--- src/rtl/bubble_sort_ctrl_if.sv ---
// ============================================================================
// Module   : bubble_sort_ctrl_if
// Brief    : valid/ready vector stream carrying one DATA_N x DATA_W vector
// Revision : 1.0  initial release
// ============================================================================
`default_nettype none

interface bubble_sort_ctrl_if #(
  parameter int DATA_N = 4,
  parameter int DATA_W = 4
);
  logic                       valid;
  logic                       ready;
  logic [DATA_N*DATA_W-1:0]   data;

  modport master (output valid, output data, input  ready);
  modport slave  (input  valid, input  data, output ready);
endinterface

`default_nettype wire

--- src/rtl/bubble_sort_ctrl.sv ---
// ============================================================================
// Module   : bubble_sort_ctrl
// Brief    : credit-based scheduler around a descending odd-even sorter with
//            an output FIFO and a drain/flush handshake
// Revision : 1.0  initial release
// ============================================================================
`default_nettype none

module bubble_sort_ctrl #(
  parameter int DATA_N     = 4,
  parameter int DATA_W     = 4,
  parameter int PIPE_EN    = 1,
  parameter int OBUF_DEPTH = 4
) (
  input  logic                              clk,
  input  logic                              rst_n,
  bubble_sort_ctrl_if.slave                 s_if,
  bubble_sort_ctrl_if.master                m_if,
  input  logic                              flush_req,
  output logic                              flush_done,
  output logic                              busy,
  output logic [$clog2(OBUF_DEPTH+1)-1:0]   occupancy
);

  localparam int VEC_W    = DATA_N * DATA_W;
  localparam int SORT_LAT = (PIPE_EN != 0) ? DATA_N - 2 : 0;
  localparam int OCC_W    = $clog2(OBUF_DEPTH + 1);
  localparam int PTR_W    = $clog2(OBUF_DEPTH);
  localparam logic [OCC_W-1:0] C_DEPTH = OCC_W'(OBUF_DEPTH);

  typedef enum logic [1:0] {
    ST_RUN   = 2'd0,
    ST_DRAIN = 2'd1,
    ST_DONE  = 2'd2
  } state_t;

  state_t            r_state;
  logic              r_flush_done;
  logic              w_s_ready;
  logic              w_m_valid;
  logic              w_accept;
  logic              w_push;
  logic              w_pop;
  logic [VEC_W-1:0]  w_sorted;
  logic [OCC_W-1:0]  w_inflight;
  logic [OCC_W-1:0]  w_occupancy;
  logic [OCC_W-1:0]  r_count;
  logic [PTR_W-1:0]  r_wr_ptr;
  logic [PTR_W-1:0]  r_rd_ptr;
  logic [VEC_W-1:0]  r_mem [OBUF_DEPTH];

  // One odd-even transposition pass; larger element moves to the lower index.
  function automatic logic [VEC_W-1:0] f_pass(input logic [VEC_W-1:0] v, input int parity);
    logic [VEC_W-1:0]  res;
    logic [DATA_W-1:0] a;
    logic [DATA_W-1:0] b;
    res = v;
    for (int i = 0; i < DATA_N - 1; i++) begin
      if ((i % 2) == parity) begin
        a = v[i*DATA_W +: DATA_W];
        b = v[(i+1)*DATA_W +: DATA_W];
        if (a < b) begin
          res[i*DATA_W +: DATA_W]     = b;
          res[(i+1)*DATA_W +: DATA_W] = a;
        end
      end
    end
    return res;
  endfunction

  // Credit uses registered counts only, so a pop frees a slot one cycle later.
  assign w_occupancy = w_inflight + r_count;
  assign w_s_ready   = rst_n && (r_state == ST_RUN) && (w_occupancy < C_DEPTH);
  assign w_accept    = s_if.valid && w_s_ready;
  assign w_m_valid   = (r_count != '0);
  assign w_pop       = w_m_valid && m_if.ready;

  assign s_if.ready  = w_s_ready;
  assign m_if.valid  = w_m_valid;
  assign m_if.data   = r_mem[r_rd_ptr];
  assign occupancy   = w_occupancy;
  assign busy        = (w_inflight != '0) || (r_count != '0);
  assign flush_done  = r_flush_done;

  // N passes in total: the first segment does two passes, each later segment
  // one, and the last pass sits combinationally after the final register.
  generate
    if (SORT_LAT > 0) begin : g_sort_pipe
      logic [VEC_W-1:0] w_seg [SORT_LAT];
      logic [VEC_W-1:0] r_seg [SORT_LAT];

      always_comb begin
        for (int j = 0; j < SORT_LAT; j++) begin
          w_seg[j] = '0;
        end
        w_seg[0] = f_pass(f_pass(s_if.data, 0), 1);
        for (int j = 1; j < SORT_LAT; j++) begin
          w_seg[j] = f_pass(r_seg[j-1], (j + 1) % 2);
        end
      end

      always_ff @(posedge clk) begin
        if (!rst_n) begin
          for (int j = 0; j < SORT_LAT; j++) begin
            r_seg[j] <= '0;
          end
        end else begin
          for (int j = 0; j < SORT_LAT; j++) begin
            r_seg[j] <= w_seg[j];
          end
        end
      end

      assign w_sorted = f_pass(r_seg[SORT_LAT-1], (DATA_N - 1) % 2);
    end else begin : g_sort_comb
      always_comb begin
        w_sorted = s_if.data;
        for (int p = 0; p < DATA_N; p++) begin
          w_sorted = f_pass(w_sorted, p % 2);
        end
      end
    end
  endgenerate

  generate
    if (SORT_LAT > 0) begin : g_chain
      logic [SORT_LAT-1:0] r_chain;

      always_ff @(posedge clk) begin
        if (!rst_n) begin
          r_chain <= '0;
        end else begin
          r_chain <= (r_chain << 1) | SORT_LAT'(w_accept);
        end
      end

      assign w_push = r_chain[SORT_LAT-1];

      always_comb begin
        w_inflight = '0;
        for (int i = 0; i < SORT_LAT; i++) begin
          w_inflight = w_inflight + OCC_W'(r_chain[i]);
        end
      end
    end else begin : g_no_chain
      assign w_push     = w_accept;
      assign w_inflight = '0;
    end
  endgenerate

  always_ff @(posedge clk) begin
    if (!rst_n) begin
      r_wr_ptr <= '0;
      r_rd_ptr <= '0;
      r_count  <= '0;
      for (int i = 0; i < OBUF_DEPTH; i++) begin
        r_mem[i] <= '0;
      end
    end else begin
      if (w_push) begin
        r_mem[r_wr_ptr] <= w_sorted;
        r_wr_ptr        <= r_wr_ptr + PTR_W'(1);
      end
      if (w_pop) begin
        r_rd_ptr <= r_rd_ptr + PTR_W'(1);
      end
      case ({w_push, w_pop})
        2'b10:   r_count <= r_count + OCC_W'(1);
        2'b01:   r_count <= r_count - OCC_W'(1);
        default: r_count <= r_count;
      endcase
    end
  end

  always_ff @(posedge clk) begin
    if (!rst_n) begin
      r_state      <= ST_RUN;
      r_flush_done <= 1'b0;
    end else begin
      r_flush_done <= 1'b0;
      case (r_state)
        ST_RUN: begin
          if (flush_req) begin
            r_state <= ST_DRAIN;
          end
        end
        ST_DRAIN: begin
          if (w_occupancy == '0) begin
            r_state      <= ST_DONE;
            r_flush_done <= 1'b1;
          end
        end
        ST_DONE: begin
          r_state <= ST_RUN;
        end
        default: begin
          r_state <= ST_RUN;
        end
      endcase
    end
  end

  a_no_overflow: assert property (@(posedge clk) disable iff (!rst_n)
    !(w_push && (r_count == C_DEPTH)));

endmodule

`default_nettype wire

--- src/flat_wrapper.sv ---
// flat-port wrapper written by rule: the top's interface ports become plain ports
module bubble_sort_ctrl_flat 
#(
  parameter int DATA_N     = 4,
  parameter int DATA_W     = 4,
  parameter int PIPE_EN    = 1,
  parameter int OBUF_DEPTH = 4
)
  (clk, rst_n, flush_req, flush_done, busy, occupancy, s_if_valid, s_if_data, s_if_ready, m_if_valid, m_if_data, m_if_ready);
  bubble_sort_ctrl_if #(.DATA_N(DATA_N), .DATA_W(DATA_W)) s_if_i ();
  bubble_sort_ctrl_if #(.DATA_N(DATA_N), .DATA_W(DATA_W)) m_if_i ();
  input  logic clk;
  input  logic rst_n;
  input  logic flush_req;
  output logic flush_done;
  output logic busy;
  output logic [$clog2(OBUF_DEPTH+1)-1:0] occupancy;
  input wire logic [$bits(s_if_i.valid)-1:0] s_if_valid;
  input wire logic [$bits(s_if_i.data)-1:0] s_if_data;
  output wire logic [$bits(s_if_i.ready)-1:0] s_if_ready;
  output wire logic [$bits(m_if_i.valid)-1:0] m_if_valid;
  output wire logic [$bits(m_if_i.data)-1:0] m_if_data;
  input wire logic [$bits(m_if_i.ready)-1:0] m_if_ready;
  assign s_if_i.valid = s_if_valid;
  assign s_if_i.data = s_if_data;
  assign s_if_ready = s_if_i.ready;
  assign m_if_valid = m_if_i.valid;
  assign m_if_data = m_if_i.data;
  assign m_if_i.ready = m_if_ready;
  bubble_sort_ctrl #(.DATA_N(DATA_N), .DATA_W(DATA_W), .PIPE_EN(PIPE_EN), .OBUF_DEPTH(OBUF_DEPTH)) u_core (.clk(clk), .rst_n(rst_n), .s_if(s_if_i), .m_if(m_if_i), .flush_req(flush_req), .flush_done(flush_done), .busy(busy), .occupancy(occupancy));
endmodule
--- config.mk ---
export PLATFORM = sky130hd
export DESIGN_NAME = bubble_sort_ctrl_flat
export DESIGN_NICKNAME = d
export VERILOG_FILES = /design/src/rtl/bubble_sort_ctrl_if.sv /design/src/rtl/bubble_sort_ctrl.sv /design/src/flat_wrapper.sv
export SDC_FILE = /design/constraint.sdc
export NUM_CORES = 1
export LEC_CHECK = 0
export CAP_MARGIN = 0
export CELL_PAD_IN_SITES_DETAIL_PLACEMENT = 1
export CELL_PAD_IN_SITES_GLOBAL_PLACEMENT = 2
export CORE_MARGIN = 2
export CORE_UTILIZATION = 40
export DETAILED_ROUTE_END_ITERATION = 8
export PLACE_DENSITY_LB_ADDON = 0.1
export RECOVER_POWER = 100
export SLEW_MARGIN = 20
export SYNTH_ARGS = -nofsm -noshare
export SYNTH_HDL_FRONTEND = slang
export SYNTH_SLANG_ARGS = --single-unit
--- constraint.sdc ---
create_clock -name clk -period 3.7 [get_ports clk]
set_clock_uncertainty 0.15 [all_clocks]
set_input_delay 0.74 -clock clk [delete_from_list [all_inputs] [get_ports clk]]
set_output_delay 0.74 -clock clk [all_outputs]
set_load 0.05 [all_outputs]
# After elaboration in Yosys (flattened, before gate mapping)
# Memories as Yosys holds them, arrays and structs flattened. A register that Yosys moved wholly into a read port is not among the register bits.
# Cells that the tools add are included.
# word_totals
ff_bits	12
ram_bits	96
out_inout_bits	23
wordCells	65
n_memories	2
# mem_list
memory	words	width	read_ports	rd_clocked_by_memory_dff	write_ports	line_no	rtl
u_core.r_mem	4	16	1	1	4	bubble_sort_ctrl.sv:50	logic [VEC_W-1:0] r_mem [OBUF_DEPTH];
u_core.g_sort_pipe.r_seg	2	16	2	0	2	bubble_sort_ctrl.sv:90	logic [VEC_W-1:0] r_seg [SORT_LAT];
# classes
add_sub_neg	6
order_cmp	7
n_eq_ne	5
n_mux	23
n_bitwise	3
reduce_logical	13
# ops
cell	n
$mux 16	3
$mux 8	6
$lt 4x4->1	6
$reduce_or 16->1	1
$mux 2	5
$mux 1	7
$pmux 3 s2	1
$reduce_bool 3->1	2
$add 2x1->2 const B	2
$eq 2x1->1 const B	2
$logic_and 1x1->1	4
$pmux 2 s2	1
$reduce_and 2->1	2
$add 2x3->3	1
$add 3x1->3 const B	1
$logic_not 3->1	1
$lt 3x3->1 const B	1
$sub 3x1->3 const B	1
$add 1x1->2	1
$eq 2x2->1 const B	1
$logic_not 2->1	1
$ne 2x1->1 const B	1
$ne 2x2->1 const B	1
$or 1x1->1	2
other kinds (3)	3

# Longest topological paths before layout
# Gate-level depths: netlist of run 1.
# logic_depth
ltp_word	6
mapped_depth	12
ltp_nobuf	12

# Worst setup path after synthesis of run 1
# No wires, ideal clock.
# synth_path
kind	register -> output
from	register u_core.g_chain.r_chain[1]
to	output port s_if_ready
arrival_time_ps	3084
path_slack_ps	-274
stages_incl_launch_ff	8
path_cell_list	dfxtp_1 -> clkbuf_1 -> inv_1 -> ha_1 -> ha_1 -> fa_1 -> xor2_1 -> nor3_1
# synth_between
elab_chain_len	4
# synth_rtl
item	line_no	rtl
start: declaration	bubble_sort_ctrl.sv:127	logic [SORT_LAT-1:0] r_chain;
start signal: assignment	bubble_sort_ctrl.sv:133	r_chain <= (r_chain << 1) | SORT_LAT'(w_accept);
$add 1x1->2	bubble_sort_ctrl.sv:142	w_inflight = w_inflight + OCC_W'(r_chain[i]);
$add 2x3->3	bubble_sort_ctrl.sv:72	assign w_occupancy = w_inflight + r_count;
net occupancy[2]	flat_wrapper.sv:17	output logic [$clog2(OBUF_DEPTH+1)-1:0] occupancy;
$lt 3x3->1	bubble_sort_ctrl.sv:73	assign w_s_ready = rst_n && (r_state == ST_RUN) && (w_occupancy < C_DEPTH);
$logic_and 1x1->1	bubble_sort_ctrl.sv:73	
end: declaration	flat_wrapper.sv:20	output wire logic [$bits(s_if_i.ready)-1:0] s_if_ready;
# The timed path passes the listed nets, and every way through them passes these cells.

==> results.toml, run 1 <==
[yosys]
synth_fp_nets = 476
yosys_warnings = 0
synth_top_cell_by_area = "edfxtp_1"
async_flop_share_pct = 0
synth.distinct_cells = 45
synth_area_leaders = "edfxtp_1, dfxtp_1, ha_1, mux4_2, mux2i_1"
synth.top_cell.area_share_pct = 36.9
synth_ff_type = "edfxtp_1"
synthesis.instances = 419
syn_avg_cell_area_um2 = 12.4
synth-seq-area-share_pct = 54.6
synth_edf_count = 64
synth_seq_cells = 110
netlist_area_mm2 = 0.00520

[timing]
finalCritPeriodShare_pct = 97.7
worst_hold_slack_ns = 0.338
hold_viol = 0
worstMarginPinSlew_ns = 1.14
final_max_slew_viol_count = 0
fmax_ghz = 0.277
relSlewSlack_pct = 24.2
finalCriticalPeriod_ns = 3.61
fin_tns_setup_ns = 0
finalSetupViolCount = 0

[pwr]
power_frac_comb_pct = 28.1
seq_power_share_pct = 43.1
p_switching_mw = 1.05
internal-power_mw = 2.31
switching_share_pct = 31.2
clockPowerShare_pct = 28.8
ir_worst_vdd_mv = 0.258
power.density_mw_per_mm2 = 532
p_total_mw = 3.36
power_leakage_nw = 2.62

[drt]
drc = 0
vias = 3250
drt_wl_total_mm = 10.7
via_per_inst = 4.85
wl_per_cell_um = 15.9
first_iter_violations = 131
ant_nets = 0
dr.pass1.iters = 4

[placement]
post-dp-hpwl_mm = 7.67
place.gp.congestion = 0.760
io_buffers = 43
dpl-instance-area_mm2 = 0.00608

[finish]
multi_input_area_mm2 = 0.00220
n_fill_cell = 1360
area_delta_synth_final_pct = 21.3
finalInstanceArea_mm2 = 0.00631
regArea_mm2 = 0.00284
drive_gt1_share_pct = 13.7
nets = 550
diodes = 0

[outcome]
status = "finished, final reports clean"

[setup_path]
cp.arrival_ns = 3.68
ff2ff_setup_slack_ns = 0.95
cp_max_fo = 4
cp-end-kind = "register"
start_kind = "primary input"
crit_type = "in2reg"
worstPathRequired_ns = 3.77

[floorplan]
die_w_um = 118
start_util_pct = 41.1
placementRows = 41
die_y_um = 118
fp.dieArea_mm2 = 0.0139
ios = 44
coreArea_mm2 = 0.0127

[global_routing]
grt_max_degree = 32
gr-total-overflow = 0
grt_pass1_wl_mm = 17.5
antenna_found_initial = 0
grt_pass1_vias = 3409
gr-usage-all-layers_pct = 16.2

[clock_tree]
cts_sinks = 110
cts_buffers = 9
cts.root.buffer_cell = "clkbuf_16"
cts_max_level = 3
clk_latency_ns = 0.34
clockBufferDepth = 2
cts_tree = "built"
path_clk_slew_ns = 0.07

[hold_path]
hold_class = "reg2reg"

[flow_run]
drv_cap = 0
==> path summary, 6_finish.rpt <==
| path | startpoint | endpoint | depth (start not counted) |
|---|---|---|---|
| setup reg to reg | u_core.g_chain.r_chain[1] | u_core.r_mem[0][0] | 5 |
| hold reg to reg | u_core.g_sort_pipe.r_seg[0][8] | u_core.g_sort_pipe.r_seg[0][24] | 2 |
| setup / recovery | s_if_data[7] | u_core.g_sort_pipe.r_seg[0][5] | 12 |
| hold / removal | u_core.g_sort_pipe.r_seg[0][8] | u_core.g_sort_pipe.r_seg[0][24] | 2 |
==> synthesized netlist by cell type, types with 2 or more instances <==
cell,n
mux2i_1,27
xor2_1,4
a21oi_1,5
nor2_1,37
nor2b_1,12
or3_1,2
mux4_2,16
and2_1,35
a21o_1,3
mux2_1,4
nand2_1,22
o21ai_0,5
clkbuf_1,13
nor3_1,6
nand2b_1,5
inv_1,29
edfxtp_1,64
xnor2_1,3
and4b_1,2
fa_1,2
mux2_2,2
nor2_2,2
and3_1,19
ha_1,34
dfxtp_1,46
==> registers in the layout, summed over array words and instances (netlist names), named ones only <==
name                      count
u_core.r_mem                 64
u_core.g_chain.r_chain        2
u_core.g_sort_pipe.r_seg     32
u_core.flush_done             1
u_core.r_state                2
u_core.r_rd_ptr               2
u_core.r_count                3
u_core.r_wr_ptr               2
==> layout make-up <==
class                           instances  share of cell area (%)
Multi-Input combinational cell        264                    34.9
Timing Repair Buffer                   78                    10.1
Inverter                               30                    1.78
Clock buffer                           11                    3.85
Tap cell                              172                    3.41
Clock inverter                          5                   0.912
Sequential cell                       110                    45.0
==> metrics by stage <==
stage,setup slack (ns),instances,utilization (%)
CTS,0.0395,670,50.3
floorplan,0.0781,419,-
detailed placement,-0.311,654,48.0
global placement,-0.193,654,48.0
global route,-0.00853,670,49.8
finish,0.0858,670,49.8
==> kinds of logic (layout without fill, tap and decap cells) <==
kind of cell	after synthesis	count (layout)	share of synthesized area [%]
AND/OR/NAND/NOR	147	147	14.9
flip-flops	110	110	54.6
multiplexers	49	49	13.4
buffers and inverters	45	124	3.27
adder cells (fa/ha/maj)	36	36	8.94
AO/OA/AOI/OAI	25	25	3.63
XOR/XNOR	7	7	1.18
==> critical path, cell delays in order <==
cell	delay, ns
clkdlybuf4s50_1	0.48
inv_1	0.06
ha_1	0.28
o21ba_2	0.24
nor2_2	0.04
a21oi_2	0.17
mux2_2	0.37
ha_1	0.30
and3b_2	0.23
o311a_1	0.13
a211o_4	0.31
mux2_1	0.33
==> timing repair <==
item                                    CTS  global route
hold buffers                              0             0
setup buffers                             0             0
gates resized for setup                   0             4
endpoints found under the setup margin    0             4
==> cells in the final DEF (no fill, tap or decap), types with 2 or more instances in the layout <==
cell,synthesis,final
or3_1,2,2
mux2i_1,27,27
xnor2_1,3,3
nor2b_1,12,12
nor2_2,2,2
mux2_4,0,2
o21bai_1,1,2
dlygate4sd3_1,0,21
inv_1,29,29
nor3_1,6,6
clkbuf_16,0,9
and3_1,19,19
mux4_2,16,16
o21ai_0,5,5
xor2_1,4,4
edfxtp_1,64,64
nand2_1,22,22
buf_4,0,24
and2_0,0,21
nor2_1,37,37
and2_1,35,14
a21oi_1,5,5
dfxtp_1,46,46
clkdlybuf4s50_1,0,19
mux2_1,4,3
ha_1,34,34
and4b_1,2,2
a21o_1,3,3
clkbuf_2,0,2
nand2b_1,5,5
clkbuf_1,13,13
fa_1,2,2
==> per-layer routing <==
layer	vias up	part of all wire [%]	GRT usage [%]
li1	1609	-	-
met1	1581	44	19.8
met2	51	52	29.0
met3	9	2.4	2.52
met4	0	1.3	5.42
met5	-	0	0
==> power groups by stage <==
stage	Sequential [mW]	Combinational [mW]	Clock, mW
6_report	1.45	0.944	0.967
5_1_grt	1.46	1.03	1.04
4_1_cts	1.45	1.01	0.987
3_5_place_dp	1.48	1.00	0
3_3_place_gp	1.47	0.985	0
2_1_floorplan	1.46	0.700	0
Note: power is estimated with default switching activity, not from simulation.
==> inputs of run 2 (changes only) <==
--- a/config.mk
+++ b/config.mk
@@ -8,8 +8,9 @@
 export CAP_MARGIN = 0
 export CELL_PAD_IN_SITES_DETAIL_PLACEMENT = 1
 export CELL_PAD_IN_SITES_GLOBAL_PLACEMENT = 2
-export CORE_MARGIN = 2
-export CORE_UTILIZATION = 40
+export CORE_MARGIN = 3
+export CORE_UTILIZATION = 41
+export CTS_BUF_LIST = sky130_fd_sc_hd__clkbuf_4
 export DETAILED_ROUTE_END_ITERATION = 8
 export PLACE_DENSITY_LB_ADDON = 0.1
 export RECOVER_POWER = 100
==> results.toml, run 2 (synthesized netlist as in run 1, its figures left out) <==
[finish]
area_delta_synth_final_pct = 18.9
final_common_cell = "edfxtp_1"
reg_top3 = "u_core.r_mem: 64 flops, u_core.g_sort_pipe.r_seg: 32 flops, u_core.r_count: 3 flops"
final_cells = 665
final_cell_mix = "edfxtp_1, dfxtp_1, nor2_1, ha_1, inv_1"
nets = 549
largest_reg_flops = 64
diodes = 0
top_register = "u_core.r_mem"
drive_gt1_share_pct = 13.7

[setup_path]
crit_type = "in2reg"
start_kind = "primary input"
startpoint = "s_if_data[7]"
r2r_start = "u_core.g_chain.r_chain[1]"
cp-end-kind = "register"
worst_r2r_endpoint = "u_core.r_mem[0][9]"
cp.arrival_ns = 3.74
r2r_cells = 6
cp_max_fo = 4
crit_path_end = "u_core.g_sort_pipe.r_seg[0][9]"
ff2ff_setup_slack_ns = 1.04
worstPathRequired_ns = 3.90

[drt]
ant_nets = 0
vias = 3244
wl_per_cell_um = 16.1
first_iter_violations = 226
drt_wl_total_mm = 10.7
drc = 0
via_per_inst = 4.88
dr.pass1.iters = 5

[clock_tree]
cts_setup_buffers = 0
cts.root.buffer_cell = "clkbuf_4"
postCtsHoldBufs = 0
cts_buffers = 9
path_clk_slew_ns = 0.16
ctsResizeCount = 0
cts_max_level = 3
clk_latency_ns = 0.46
clockBufferDepth = 2
cts_tree = "built"
cts_sinks = 110

[flow_run]
drv_cap = 0

[timing]
hold_viol = 0
worst_hold_slack_ns = 0.352
relSlewSlack_pct = 25.0
finalCriticalPeriod_ns = 3.54
final_max_slew_viol_count = 0
finalSetupViolCount = 0
worstMarginPinSlew_ns = 1.13
rsz0062_at_grt = "no"
fmax_ghz = 0.283
finalCritPeriodShare_pct = 95.6

[floorplan]
die_y_um = 119
ios = 44
coreArea_mm2 = 0.0122
placementRows = 40
die_w_um = 119
start_util_pct = 42.6
fp.dieArea_mm2 = 0.0141

[pwr]
power.density_mw_per_mm2 = 508
switching_share_pct = 32.4
internal-power_mw = 2.12
clockPowerShare_pct = 23.9
p_total_mw = 3.14
ir_worst_vdd_mv = 0.404
seq_power_share_pct = 46.0
power_frac_comb_pct = 30.1
p_switching_mw = 1.02
power_leakage_nw = 2.58

[placement]
post-dp-hpwl_mm = 7.62
place_inst = 649
place.gp.congestion = 0.739
io_buffers = 43

[global_routing]
antenna_found_initial = 0
gr-usage-all-layers_pct = 16.1
grt_max_degree = 34
grt_pass1_wl_mm = 18.1
gr-total-overflow = 0
grt_pass1_vias = 3468

[hold_path]
hold_class = "reg2reg"

[outcome]
status = "finished, final reports clean"
run 2: cell count changes in the layout (fill, tap and decap cells not counted), moves of 2 or more:
cell | before | now
clkbuf_16 | 9 | 0
buf_4 | 24 | 26
mux2_1 | 3 | 5
bufinv_16 | 1 | 3
and2_1 | 14 | 11
and2_0 | 21 | 24
clkbuf_4 | 0 | 11
mux2_4 | 2 | 0
clkbuf_1 | 13 | 7
run 2: layer usage:
layer | global-route usage (%) | up-vias | part of all wire (%)
met1 | 21.1 | 1580 | 46
li1 | - | 1609 | -
met4 | 4.49 | 0 | 1.5
met5 | 0 | - | 0
met2 | 27.2 | 44 | 50
met3 | 3.35 | 11 | 2.7
run 2: worst min-delay path by stage:
stage                                              start                         endpoint  slack (ns)  depth (start not counted)
after global routing           u_core.g_chain.r_chain[0]        u_core.g_chain.r_chain[1]        0.37                          1
after detailed placement       u_core.g_chain.r_chain[0]        u_core.g_chain.r_chain[1]        0.33                          1
after floorplan           u_core.g_sort_pipe.r_seg[0][0]  u_core.g_sort_pipe.r_seg[0][16]        0.30                          2
after CTS                      u_core.g_chain.r_chain[0]        u_core.g_chain.r_chain[1]        0.36                          1
after global placement         u_core.g_chain.r_chain[0]        u_core.g_chain.r_chain[1]        0.32                          1
final                          u_core.g_chain.r_chain[0]        u_core.g_chain.r_chain[1]        0.35                          1
run 2: worst max-delay path, stage by stage:
cell and delay, ns:
clkdlybuf4s50_1 0.48, inv_1 0.06, ha_1 0.27, o21ba_2 0.23
nor2_1 0.05, a21oi_2 0.18, mux2_1 0.36, ha_1 0.31
and3b_1 0.22, o311a_1 0.12, a211o_1 0.35, mux2_1 0.35
run 2: layout make-up:
class,count,area [µm²]
Fill cell,1328,6020
Timing Repair Buffer,77,648
Inverter,30,113
Clock buffer,11,82.6
Multi-Input combinational cell,264,2180
Clock inverter,5,108
Sequential cell,110,2840
Tap cell,168,210
run 2: per-stage QoR:
stage,TNS (ns),setup slack [ns],area [µm²],util [%]
6_report,0,0.162,6190,50.7
3_3_place_gp,-0.746,-0.188,6060,49.7
4_1_cts,0,0.177,6250,51.2
5_1_grt,0,0.0218,6190,50.7
3_5_place_dp,-1.33,-0.318,6060,49.7
2_1_floorplan,0,0.0781,5210,-
run 2: power groups by stage:
stage          clock, mW  combinational (mW)  sequential, mW
2_1_floorplan          0               0.700            1.46
3_3_place_gp           0               0.987            1.47
3_5_place_dp           0                1.01            1.47
4_1_cts            0.769                1.01            1.45
5_1_grt            0.824                1.03            1.46
6_report           0.752               0.944            1.45
